File: config.mk
export PLATFORM = sky130hd
export DESIGN_NAME = cacheline_adaptor
export DESIGN_NICKNAME = d
export VERILOG_FILES = /design/src/rtl/cacheline_adaptor.sv
export SDC_FILE = /design/constraint.sdc
export NUM_CORES = 1
export LEC_CHECK = 0
export CAP_MARGIN = 10
export CORE_ASPECT_RATIO = 0.7
export CORE_MARGIN = 1.5
export CORE_UTILIZATION = 35
export CTS_CLUSTER_DIAMETER = 100
export DETAILED_ROUTE_END_ITERATION = 10
export PLACE_DENSITY = 0.65
export REMOVE_ABC_BUFFERS = 1
export SLEW_MARGIN = 30
export SYNTH_ARGS = -nofsm -noshare
export SYNTH_HDL_FRONTEND = slang
export SYNTH_SLANG_ARGS = --single-unit
File: constraint.sdc
create_clock -name clk -period 22.7 [get_ports clk]
set_input_delay 5.675 -clock clk [delete_from_list [all_inputs] [get_ports clk]]
set_output_delay 5.675 -clock clk [all_outputs]
set_load 0.02 [all_outputs]
File: src/rtl/cacheline_adaptor.sv
// cacheline_adaptor: serves one 256-bit cache line request as a 4-beat 64-bit memory burst.
// Address and write line are captured at acceptance; each finished line gets a one-cycle pmem_resp.
module cacheline_adaptor (
    input  logic         clk,
    input  logic         rst,
    input  logic [31:0]  pmem_address,
    input  logic [255:0] pmem_wdata,
    input  logic         pmem_read,
    input  logic         pmem_write,
    output logic [255:0] pmem_rdata,
    output logic         pmem_resp,
    output logic [31:0]  burst_address,
    output logic         burst_read,
    output logic         burst_write,
    output logic [63:0]  burst_wdata,
    input  logic [63:0]  burst_rdata,
    input  logic         burst_resp
);

    typedef enum logic [1:0] {
        IDLE  = 2'd0,
        READ  = 2'd1,
        WRITE = 2'd2,
        DONE  = 2'd3
    } state_t;

    state_t       state_q, state_d;
    logic [1:0]   beat_q, beat_d;
    logic [26:0]  addr_q, addr_d;
    logic [255:0] wline_q, wline_d;
    logic [255:0] rline_q, rline_d;
    logic [63:0]  wdata_q, wdata_d;

    always_ff @(posedge clk or posedge rst) begin
        if (rst) begin
            state_q <= IDLE;
            beat_q  <= 2'd0;
            addr_q  <= 27'd0;
            wline_q <= 256'd0;
            rline_q <= 256'd0;
            wdata_q <= 64'd0;
        end else begin
            state_q <= state_d;
            beat_q  <= beat_d;
            addr_q  <= addr_d;
            wline_q <= wline_d;
            rline_q <= rline_d;
            wdata_q <= wdata_d;
        end
    end

    // burst_wdata is preloaded with the next beat whenever a write beat is accepted,
    // so the memory side always sees a registered value held through stalls.
    always_comb begin
        state_d     = state_q;
        beat_d      = beat_q;
        addr_d      = addr_q;
        wline_d     = wline_q;
        rline_d     = rline_q;
        wdata_d     = wdata_q;
        burst_read  = 1'b0;
        burst_write = 1'b0;
        pmem_resp   = 1'b0;

        case (state_q)
            IDLE: begin
                if (pmem_write) begin
                    addr_d  = pmem_address[31:5];
                    wline_d = pmem_wdata;
                    wdata_d = pmem_wdata[63:0];
                    beat_d  = 2'd0;
                    state_d = WRITE;
                end else if (pmem_read) begin
                    addr_d  = pmem_address[31:5];
                    beat_d  = 2'd0;
                    state_d = READ;
                end
            end

            READ: begin
                burst_read = 1'b1;
                if (burst_resp) begin
                    rline_d[{beat_q, 6'd0} +: 64] = burst_rdata;
                    beat_d = beat_q + 2'd1;
                    if (beat_q == 2'd3) begin
                        state_d = DONE;
                    end
                end
            end

            WRITE: begin
                burst_write = 1'b1;
                if (burst_resp) begin
                    beat_d  = beat_q + 2'd1;
                    wdata_d = wline_q[{beat_d, 6'd0} +: 64];
                    if (beat_q == 2'd3) begin
                        state_d = DONE;
                    end
                end
            end

            DONE: begin
                pmem_resp = 1'b1;
                state_d   = IDLE;
            end

            default: begin
                state_d = IDLE;
            end
        endcase
    end

    assign pmem_rdata    = rline_q;
    assign burst_address = {addr_q, 5'd0};
    assign burst_wdata   = wdata_q;

endmodule
* Word level (Yosys, flattened, before mapping) *
Cells that the tools add are included.

word-level totals
  word-level logic and storage cells = 49
  register bits = 607
  bits of input ports = 357

cells by class
  $add $sub $neg = 2
  mux-type cells = 18
  reductions and logical operators = 11
  eq/ne operators = 9
  shift operators = 3

operators with widths
  operator                                                 number
  bitwise mux 256 bit                                      1
  variable shift 64 x 10 -> 256 bit, first input constant  1
  indexed part select 256 x 9 -> 64 bit                    1
  indexed part select 64 x 10 -> 256 bit                   1
  2-to-1 mux 64 bit                                        2
  one-hot mux 64 bit (2 select lines)                      1
  2-to-1 mux 27 bit                                        2
  2-to-1 mux 2 bit                                         7
  negator 8 -> 10 bit                                      1
  AND reduction 3 bit                                      3
  == test 2 bit, second input constant                     3
  one-hot mux 2 bit (3 select lines)                       1
  AND reduction 2 bit                                      3
  nonzero test 2 bit                                       3
  != test 2 x 1 -> 1 bit, second input constant            2
  != test 2 bit, second input constant                     2
  one-hot mux 2 bit (2 select lines)                       1
  2-to-1 mux 1 bit                                         3
  != test 3 bit, second input constant                     1
  adder 2 x 1 -> 2 bit, second input constant              1
  == test 2 x 1 -> 1 bit, second input constant            1
  zero test 2 bit                                          1
  OR reduction 2 bit                                       1

* Logic depth before layout (Yosys ltp) *
  depth in word-level cells = 4
  mapped depth = 9
  depth with buffers taken out = 5

* Worst setup path after synthesis *
OpenSTA, ideal clock, no wires.

  path type = input to register
  start point = in pmem_write
  end point = reg addr_q[0]
  required time = 22.575 ns
  path slack = 15.830 ns
  stages = 3
  path buffers = 1
  data arrival time = 6.745 ns
  path through = o21ai_1 > buf_2 > mux2_2

between the ends
  cells in the longest elaborated chain, start to end = 2
  elaborated cells on any way between the ends = 3
  classes of those cells = 1 x mux; 2 x reduce/logical

RTL lines
  item                           line  text
  start: declaration             9     input logic pmem_write,
  nonzero test 2 bit (no line)   --
  AND reduction 2 bit (no line)  --
  end signal: assignment         45    addr_q <= addr_d;
  end: declaration               29    logic [26:0] addr_q, addr_d;

Several ways; a longest one is shown, not always the timed one.
A chain may end at the register's enable or synchronous reset.

* Worst setup path in the final report *
  start point = in pmem_write
  end point = reg wline_q[178]

between the ends
  cells in the longest elaborated chain, start to end = 1

RTL lines
  item                           line  text
  AND reduction 2 bit (no line)  --
  end signal: assignment         46    wline_q <= wline_d;
  end: declaration               30    logic [255:0] wline_q, wline_d;

No other way between the ends.

==> out/results.txt <==
Area growth, synth to finish: 39.9%
Lkg Pwr: 14.7 nW
Hold_buf cts: 0
Mapped cell area: 24700 um2
Share of layout cells above drive strength 1: 27.4%
Critical R2R Launch: state_q[0]$_DFFE_PP0P_
Core area: 69900 um2
Worst Path Arrival: 9.38 ns
Clk sink count: 607
Remaining DRCs: 0
Type of the worst setup path: in2reg
Fin Setup TNS: 0 ns
Critical path peak fanout: 83
Setup ws final: 13.83 ns
TritonRoute pass-1 iters: 5
Relative slew margins: 32.4%
Clock buffer depth: 3
Die Wd: 321 um
Antenna viol nets, final: 0
Synthesis Warnings: 0
H-Tree Depth: 2
Switch share: 32.5%
Logic pwr share: 42.0%
Max-slew violation count: 0
Setup Buffers After CTS: 0
Worst R2R Setup Slack: 18.63 ns
Clock root buffer: clkbuf_16
Synthesized flop and latch total: 607
Worst Clk Skew: 0.0246 ns
Crit path launch: pmem_write
Hold WS: 0.484 ns
Synth unique cells: 30
Starting DRT DRC Count: 894
Port buffer count: 701
Die area: 72300 um2
GRT Util Overall: 21.0%
Placement Setup Slack: 12.90 ns
Tot Pwr: 4.76 mW
Maxcap violations: 0
Min cycle time layout: 8.87 ns
CP Capture Type: flip-flop
Final wirelength: 77.8 mm
CTS tree: done
Vias in the first global route: 17233
Fmax: 113 MHz
Height of the die: 225 um
Syn Inst Count: 1524
Final hold viol count: 0
Worst EP required: 23.21 ns
# IOs: 712
CTS resizes: 0
# rows: 81
Clk_lat worst skew: 0.64 ns
Placed cell areas: 32500 um2
Final setup fails: 0
Antenna violations before repair: 9
Global-route wire length before repair: 115 mm
Detail Placement HPWL: 52.7 mm
Non-filler cells, final: 3167
Worst setup SP type: primary input
Num CTS Buffers: 60
Vias/cell: 5.22
Sequential fraction of the synthesis area: 61.4%
Worst-margin pin slew: 1.01 ns
DR vias: 16518
Initial Util: 35.4%
Final Cell Area: 34600 um2
Power share of the clock group: 21.2%
PwrDens: 138 nW/um2
# nets final: 2570
Commonest non-fill, non-tap cell in the layout: clkdlybuf4s50_1
Outcome: completed
WL/cell: 24.6 um
Largest net degree at the start of global routing: 158
Reg2reg path depth: 7
Peak VDD IR: 0.0000955 V
GRT Residual Overflow: 0
Hold endpoint: pmem_rdata[235]$_DFFE_PP0P_
Internal Power: 3.21 mW
Fin util: 49.5%
Hold Path Class: reg2reg
Unrepaired setup endpoints after global routing: no
Commonest cells after routing, fill and taps aside: 701 x clkdlybuf4s50_1, 606 x dfrtp_1, 386 x mux2_2
Dpl cells: 3049
FF-to-FF End: wline_q[178]$_DFFE_PP0P_
Clock-pin slew on the worst setup and hold paths: 0.06 ns
GPL Wtd Cong: 0.851
Syn avg cell area: 16.2 um2
Reg power frac: 36.7%
Final worst path period share: 39.1%
Hold depth: 2
Psw: 1.55 mW
Hold_sp: pmem_rdata[235]$_DFFE_PP0P_
## cells in the mapped netlist, drive strengths merged
| master | number | area (um2) |
|---|---|---|
| nand3 | 4 | 20.0 |
| nand2b | 1 | 8.76 |
| inv | 6 | 22.5 |
| a22o | 246 | 2150 |
| a221oi | 1 | 8.76 |
| nor4b | 3 | 56.3 |
| ha | 13 | 163 |
| nand2 | 25 | 93.8 |
| mux2 | 411 | 4720 |
| clkbuf | 43 | 161 |
| conb | 1 | 3.75 |
| nor2b | 1 | 6.26 |
| a22oi | 1 | 7.51 |
| buf | 74 | 492 |
| mux2i | 5 | 50.1 |
| dfrtp | 607 | 15200 |
| nor2 | 2 | 7.51 |
| o21ai | 12 | 60.1 |
| mux4 | 64 | 1440 |
| nor4 | 3 | 55.1 |
| a211oi | 1 | 20.0 |
## state kept, by name, summed over array words and instances (netlist names)
register and cells:
state_q 2, addr_q 27, burst_wdata 64, wline_q 256
beat_q 2, pmem_rdata 256
## worst max-delay path: stages
cell and delay (ns):
clkdlybuf4s50_1 0.56, nand2_4 0.56, buf_6 0.66, buf_4 0.74
buf_6 0.66, mux2_2 0.41
## metal layers
layer / track usage [%] / vias to the layer above / share of wire (%)
li1: - / 7073 / -
met1: 27.6 / 8748 / 42
met2: 33.7 / 537 / 48
met3: 4.99 / 150 / 6.1
met4: 7.94 / 10 / 3.4
met5: 0 / - / 0.10
## cell type report
cell class / instances / area, um2
well taps: 913 / 1140
flip-flops and latches: 607 / 15200
diodes: 5 / 12.5
clock inverters: 23 / 238
clock buffers: 88 / 1750
inverters: 6 / 35.0
fillers: 5944 / 35300
multi-input cells: 798 / 8960
repair buffers: 727 / 7290
## power groups by stage
stage                     Combinational, mW  Sequential [mW]  Clock, mW
after CTS                              2.02             1.75       1.04
after global routing                   2.12             1.80       1.08
after detailed placement               2.01             1.76          0
after floorplan                        1.13             1.94          0
final                                  2.00             1.75       1.01
after global placement                 1.97             1.74          0
## how the worst max path moves through the flow
| stage | cells after the start | slack, ns | to |
|---|---|---|---|
| after CTS | 6 | 13.59 | wline_q[46]$_DFFE_PP0P_ |
| after floorplan | 1 | 0.03 | addr_q[0]$_DFFE_PP0P_ |
| after global routing | 6 | 13.60 | wline_q[44]$_DFFE_PP0P_ |
| final | 6 | 13.83 | wline_q[178]$_DFFE_PP0P_ |
| after global placement | 6 | 12.70 | wline_q[182]$_DFFE_PP0P_ |
| after detailed placement | 6 | 12.90 | wline_q[118]$_DFFE_PP0P_ |
## kinds of logic after synthesis
| logic type | share of synthesized area, % |
|---|---|
| adders and majority gates | 0.657 |
| other | 0.0152 |
| buffers and inverters | 2.73 |
| DFF | 61.4 |
| and+or+nand+nor | 1.00 |
| muxes | 25.1 |
| AOI/OAI and AO/OA | 9.10 |
(Power assumes the default switching activity.)
